<file path="src/rtl/synth_pkg.sv">
// Shared voice-path definitions: counter width default, channel-select width helper, channel state.
package synth_pkg;

    localparam int CNT_W_DEF = 16;

    function automatic int ch_width(input int channels);
        return (channels <= 1) ? 1 : $clog2(channels);
    endfunction

    typedef enum logic {
        IDLE = 1'b0,
        RUN  = 1'b1
    } ch_state_t;

endpackage

</file>
<file path="src/rtl/tone_divider_bank_if.sv">
// Divide-value load port: valid/ready handshake carrying target channel and new half-period.
interface tone_divider_bank_if #(
    parameter int CNT_W = 16,
    parameter int CH_W  = 4
);
    logic             load_valid;
    logic             load_ready;
    logic [CH_W-1:0]  load_ch;
    logic [CNT_W-1:0] load_div;

    modport master (output load_valid, load_ch, load_div, input  load_ready);
    modport slave  (input  load_valid, load_ch, load_div, output load_ready);
endinterface

</file>
<file path="src/rtl/tone_divider_channel.sv">
// One tone channel: half-period counter, square-wave/tick outputs, shadowed divide value.
// Outputs registered; a new divide value waits in the shadow until a half-period boundary or idle.
module tone_divider_channel
    import synth_pkg::*;
#(
    parameter int CNT_W = CNT_W_DEF
) (
    input  logic             clk,
    input  logic             rst,
    input  logic             enable,
    input  logic             load_we,
    input  logic [CNT_W-1:0] load_div,
    output logic             pending,
    output logic             tone,
    output logic             tick
);

    logic [CNT_W-1:0] active_div;
    logic [CNT_W-1:0] shadow_div;
    logic [CNT_W-1:0] count;
    ch_state_t        state;

    logic             live;
    logic             counting;
    logic             terminal;
    logic             apply;
    logic [CNT_W-1:0] next_div;
    logic             next_live;

    // The first RUN edge after IDLE only arms the counter, so a half-period is always div edges long.
    always_comb begin
        live      = enable && (active_div != '0);
        counting  = (state == RUN) && live;
        terminal  = counting && (count == active_div - CNT_W'(1));
        apply     = pending && (terminal || !counting);
        next_div  = apply ? shadow_div : active_div;
        next_live = enable && (next_div != '0);
    end

    always_ff @(posedge clk or negedge rst) begin
        if (!rst) begin
            active_div <= '0;
            shadow_div <= '0;
            pending    <= 1'b0;
            count      <= '0;
            tone       <= 1'b0;
            tick       <= 1'b0;
            state      <= IDLE;
        end else begin
            if (load_we) begin
                shadow_div <= load_div;
                pending    <= 1'b1;
            end else if (apply) begin
                pending    <= 1'b0;
            end
            if (apply)
                active_div <= shadow_div;

            if (terminal) begin
                count <= '0;
                if (next_live) begin
                    tone  <= ~tone;
                    tick  <= 1'b1;
                    state <= RUN;
                end else begin
                    tone  <= 1'b0;
                    tick  <= 1'b0;
                    state <= IDLE;
                end
            end else if (counting) begin
                count <= count + CNT_W'(1);
                tick  <= 1'b0;
            end else begin
                count <= '0;
                tone  <= 1'b0;
                tick  <= 1'b0;
                state <= next_live ? RUN : IDLE;
            end
        end
    end

endmodule

</file>
<file path="src/rtl/tone_divider_bank.sv">
// Bank of independent tone channels with a shared load port; loads to missing channels are dropped.
// load_ready is combinational from load_ch and low while that channel holds an unapplied value.
module tone_divider_bank
    import synth_pkg::*;
#(
    parameter int CHANNELS = 4,
    parameter int CNT_W    = CNT_W_DEF,
    parameter int CH_W     = 4
) (
    input  logic                clk,
    input  logic                rst,
    tone_divider_bank_if.slave  load,
    input  logic [CHANNELS-1:0] ch_enable,
    output logic [CHANNELS-1:0] tone_out,
    output logic [CHANNELS-1:0] tick
);

    logic [CHANNELS-1:0] pending;
    logic [CHANNELS-1:0] load_we;

    always_comb begin
        load.load_ready = 1'b1;
        for (int i = 0; i < CHANNELS; i++) begin
            if (load.load_ch == CH_W'(i))
                load.load_ready = !pending[i];
        end
    end

    always_comb begin
        load_we = '0;
        for (int i = 0; i < CHANNELS; i++)
            load_we[i] = load.load_valid && load.load_ready && (load.load_ch == CH_W'(i));
    end

    for (genvar g = 0; g < CHANNELS; g++) begin : g_ch
        tone_divider_channel #(.CNT_W(CNT_W)) u_ch (
            .clk      (clk),
            .rst      (rst),
            .enable   (ch_enable[g]),
            .load_we  (load_we[g]),
            .load_div (load.load_div),
            .pending  (pending[g]),
            .tone     (tone_out[g]),
            .tick     (tick[g])
        );
    end

endmodule
</file>
<file path="src/flat_wrapper.sv">
// flat-port wrapper written by rule: the top's interface ports become plain ports
module tone_divider_bank_flat import synth_pkg::*;
#(
    parameter int CHANNELS = 4,
    parameter int CNT_W    = CNT_W_DEF,
    parameter int CH_W     = 4
)
  (clk, rst, ch_enable, tone_out, tick, load_load_valid, load_load_ch, load_load_div, load_load_ready);
  tone_divider_bank_if #(.CNT_W(CNT_W), .CH_W(CH_W)) load_i ();
  input  logic clk;
  input  logic rst;
  input  logic [CHANNELS-1:0] ch_enable;
  output logic [CHANNELS-1:0] tone_out;
  output logic [CHANNELS-1:0] tick;
  input wire logic [$bits(load_i.load_valid)-1:0] load_load_valid;
  input wire logic [$bits(load_i.load_ch)-1:0] load_load_ch;
  input wire logic [$bits(load_i.load_div)-1:0] load_load_div;
  output wire logic [$bits(load_i.load_ready)-1:0] load_load_ready;
  assign load_i.load_valid = load_load_valid;
  assign load_i.load_ch = load_load_ch;
  assign load_i.load_div = load_load_div;
  assign load_load_ready = load_i.load_ready;
  tone_divider_bank #(.CHANNELS(CHANNELS), .CNT_W(CNT_W), .CH_W(CH_W)) u_core (.clk(clk), .rst(rst), .load(load_i), .ch_enable(ch_enable), .tone_out(tone_out), .tick(tick));
endmodule
</file>
<file path="config.mk">
export PLATFORM = sky130hd
export DESIGN_NAME = tone_divider_bank_flat
export DESIGN_NICKNAME = d
export VERILOG_FILES = /design/src/rtl/synth_pkg.sv /design/src/rtl/tone_divider_bank_if.sv /design/src/rtl/tone_divider_channel.sv /design/src/rtl/tone_divider_bank.sv /design/src/flat_wrapper.sv
export SDC_FILE = /design/constraint.sdc
export NUM_CORES = 1
export LEC_CHECK = 0
export CORE_MARGIN = 2
export CORE_UTILIZATION = 35
export DETAILED_ROUTE_END_ITERATION = 10
export PLACE_DENSITY = 0.52
export SLEW_MARGIN = 25
export SYNTH_ARGS = -nofsm -noshare
export SYNTH_HDL_FRONTEND = slang
export SYNTH_SLANG_ARGS = --single-unit
</file>
<file path="constraint.sdc">
create_clock -name clk -period 4.3 [get_ports clk]
set_input_delay 0.645 -clock clk [delete_from_list [all_inputs] [get_ports clk]]
set_output_delay 0.645 -clock clk [all_outputs]
set_load 0.05 [all_outputs]
</file>
==> metrics.yaml <==
synthesis:
  synth_common_cells: "dfrtp_1, nor2_1, nand2_1"
  yosysMostFrequentCell: "dfrtp_1"
  synth_cell_types: 78
  netlist_area_um2: 11500
  syn_inst: 1113
  ys_async_sr_fraction_pct: 100
  synth_largest_area_cell: "dfrtp_1"
  synth_top_area_share_pct: 45.1
  synth_seq_cells: 208
  ys_warn_count: 0
  synth_edf_count: 0
  ys_seq_area_share_pct: 45.1
  synthesis.nets: 1152
  ys.flop_type: "dfrtp_1"
  yosys-top-cells-area: "dfrtp_1, mux2_2, xnor2_1, xor2_1, nor2_1"
  synth_area_per_cell_um2: 10.4
final_layout:
  diodes: 0
  drive_gt1_share_pct: 16.4
  final_core_util_pct: 40.3
  fin_cells: 1583
  synthToLayoutAreaGrowth_pct: 13.5
  layout.nets: 1162
drt:
  drt-pass1-iter-count: 5
  antenna_left: 0
  routedWlPerCell_um: 17.2
  vias: 8234
  drtIter0Drc: 482
  drt_wl_total_mm: 27.2
  drc: 0
  viasPerCell: 5.20
placed_design:
  numPortBuffers: 35
  gp_congestion: 0.803
  pre_cts_ws_ps: 854
  dpl.cell_count: 1538
  hpwl_mm: 18.9
timing:
  skew_ps: 14.9
  fmax_mhz: 290
  slew_viol_final: 0
  rsz0062_at_grt: "false"
  layout_setup_ws_ps: 846
  hold_viol: 0
  setup_violations: 0
  period_minus_slack_ps: 3450
  relSlewSlack_pct: 37.5
  fin_tns_setup_ps: 0
  worst_pin_slew_ps: 934
  period_share_pct: 80.3
global_route:
  top_usage_layer: "met2"
  grt_max_degree: 94
  grt_pass1_vias: 8145
  grt_overflow: 0
  antenna_found_initial: 0
  grtUsageMet2_pct: 26.1
  grt_usage_pct: 16.4
  met1_usage_pct: 23.1
  grt_use_met3_pct: 2.35
  grt_pass1_wl_mm: 45.2
setup_path:
  timing.critical_path.arrival_ps: 3830
  worstSetupPathType: "reg2reg"
  endpoint_kind: "flip-flop"
  reg2reg_depth: 11
  crit_path_start_kind: "flip-flop"
  path_max_fanout: 31
  cp.required_ps: 4680
  rr_startpoint: "u_core.g_ch[0].u_ch.active_div[0]"
  crit_path_start: "u_core.g_ch[0].u_ch.active_div[0]"
run:
  max-cap-violations: 0
floorplan:
  core_um2: 32500
  die_w_um: 186
  num_io_pins: 36
  dieArea_um2: 34400
  row_count: 66
  die_height_um: 186
  start_util_pct: 35.5
cts:
  ctsResizeCount: 0
  root_buffer: "clkbuf_16"
  clockBufferDepth: 3
  clock_sinks: 208
  insertion_delay_ps: 530
  htreeDepth: 1
  numCtsBuffers: 25
  hold_buffers: 0
  path_clk_slew_ps: 50
  post_cts_buffers: 0
  cts_tree: "done"
power_and_ir_drop:
  leakagePower_nw: 5.34
  p_total_mw: 7.21
  powerDensity_nw_per_um2: 551
  ir_drop_mv: 0.293
hold_path:
  hold_path.class: "in2async"
status:
  status: "finished, final reports clean"
-- logic make-up (layout without fill, tap and decap cells) --
group                      after synthesis  after routing  synth area share (%)
buffers and inverters                   82            110                  3.26
adders and majority gates               12             12                  1.30
and+or+nand+nor                        437            437                  20.1
muxes                                  115            115                  12.0
xor gates and xnor gates               133            133                  10.1
DFF                                    208            208                  45.1
AOI/OAI and AO/OA                      126            126                  8.12
-- metal layers --
layer | share of wire [%] | vias up
met4 | 2.6 | 0
met1 | 49 | 4073
met5 | 0 | -
li1 | - | 4029
met2 | 46 | 98
met3 | 2.8 | 34
-- area by class of cell --
cell class	instances	area [um2]
Clock buffer	32	682
Clock inverter	13	178
Fill cell	3180	19400
Inverter	18	67.6
Multi-Input combinational cell	823	5950
Sequential cell	208	5200
Tap cell	442	553
Timing Repair Buffer	47	458
-- flip-flops by register name, summed over array words and instances, names as in the netlist --
name / cells
u_core.g_ch.u_ch.count: 64
u_core.g_ch.u_ch.tone: 4
u_core.g_ch.u_ch.pending: 4
u_core.g_ch.u_ch.shadow_div: 64
u_core.g_ch.u_ch.active_div: 64
u_core.g_ch.u_ch.tick: 4
u_core.g_ch.u_ch.state: 4
-- layout by cell type (no fill, tap or decap), drive strengths merged, types with 12 or more instances in the layout --
cell type / count
nand4: 18
inv: 20
nand3: 32
xor2: 50
o21ai: 23
xnor2: 83
or4: 15
ha: 12
buf: 13
clkdlybuf4s50: 34
and2: 21
clkbuf: 32
mux2: 112
o311ai: 15
dfrtp: 208
nor2: 97
nor4: 39
a21oi: 17
or3: 17
nor3: 41
nand2: 88
and3: 17
-- path summary, 6_finish.rpt --
path | endpoint | slack, ps
setup / recovery | u_core.g_ch[0].u_ch.state | 850
hold / removal | u_core.g_ch[3].u_ch.count[4] | 60
setup reg to reg | u_core.g_ch[0].u_ch.state | 850
max in group asynchronous | u_core.g_ch[0].u_ch.shadow_div[8] | 3170
hold reg to reg | u_core.g_ch[1].u_ch.active_div[14] | 510
min in group clk | u_core.g_ch[1].u_ch.active_div[14] | 510
-- where the power goes --
group          switching (mW)  internal, mW  leakage, nW  total [mW]
combinational            1.04          1.09         2.26        2.13
sequential              0.545          2.34         2.65        2.88
clock                   0.841          1.36        0.420        2.20
-- worst max-delay path: stages, from the launching register on --
cell and delay, ps:
dfrtp_1 490, inv_1 160, ha_1 270, or4b_2 690, nor4_1 270, xnor2_1 170, nor4_2 320, nand3_1 130
buf_4 250, o21ai_1 190, buf_4 250, o21ai_0 110
-- through the flow --
step           instance area [um2]  hold WS, ps
2_1_floorplan                11500          349
3_3_place_gp                 12200          501
3_5_place_dp                 12200          500
4_1_cts                      13100          111
5_1_grt                      13100          121
6_report                     13100         61.5
Note: power is estimated with default switching activity, not from simulation.
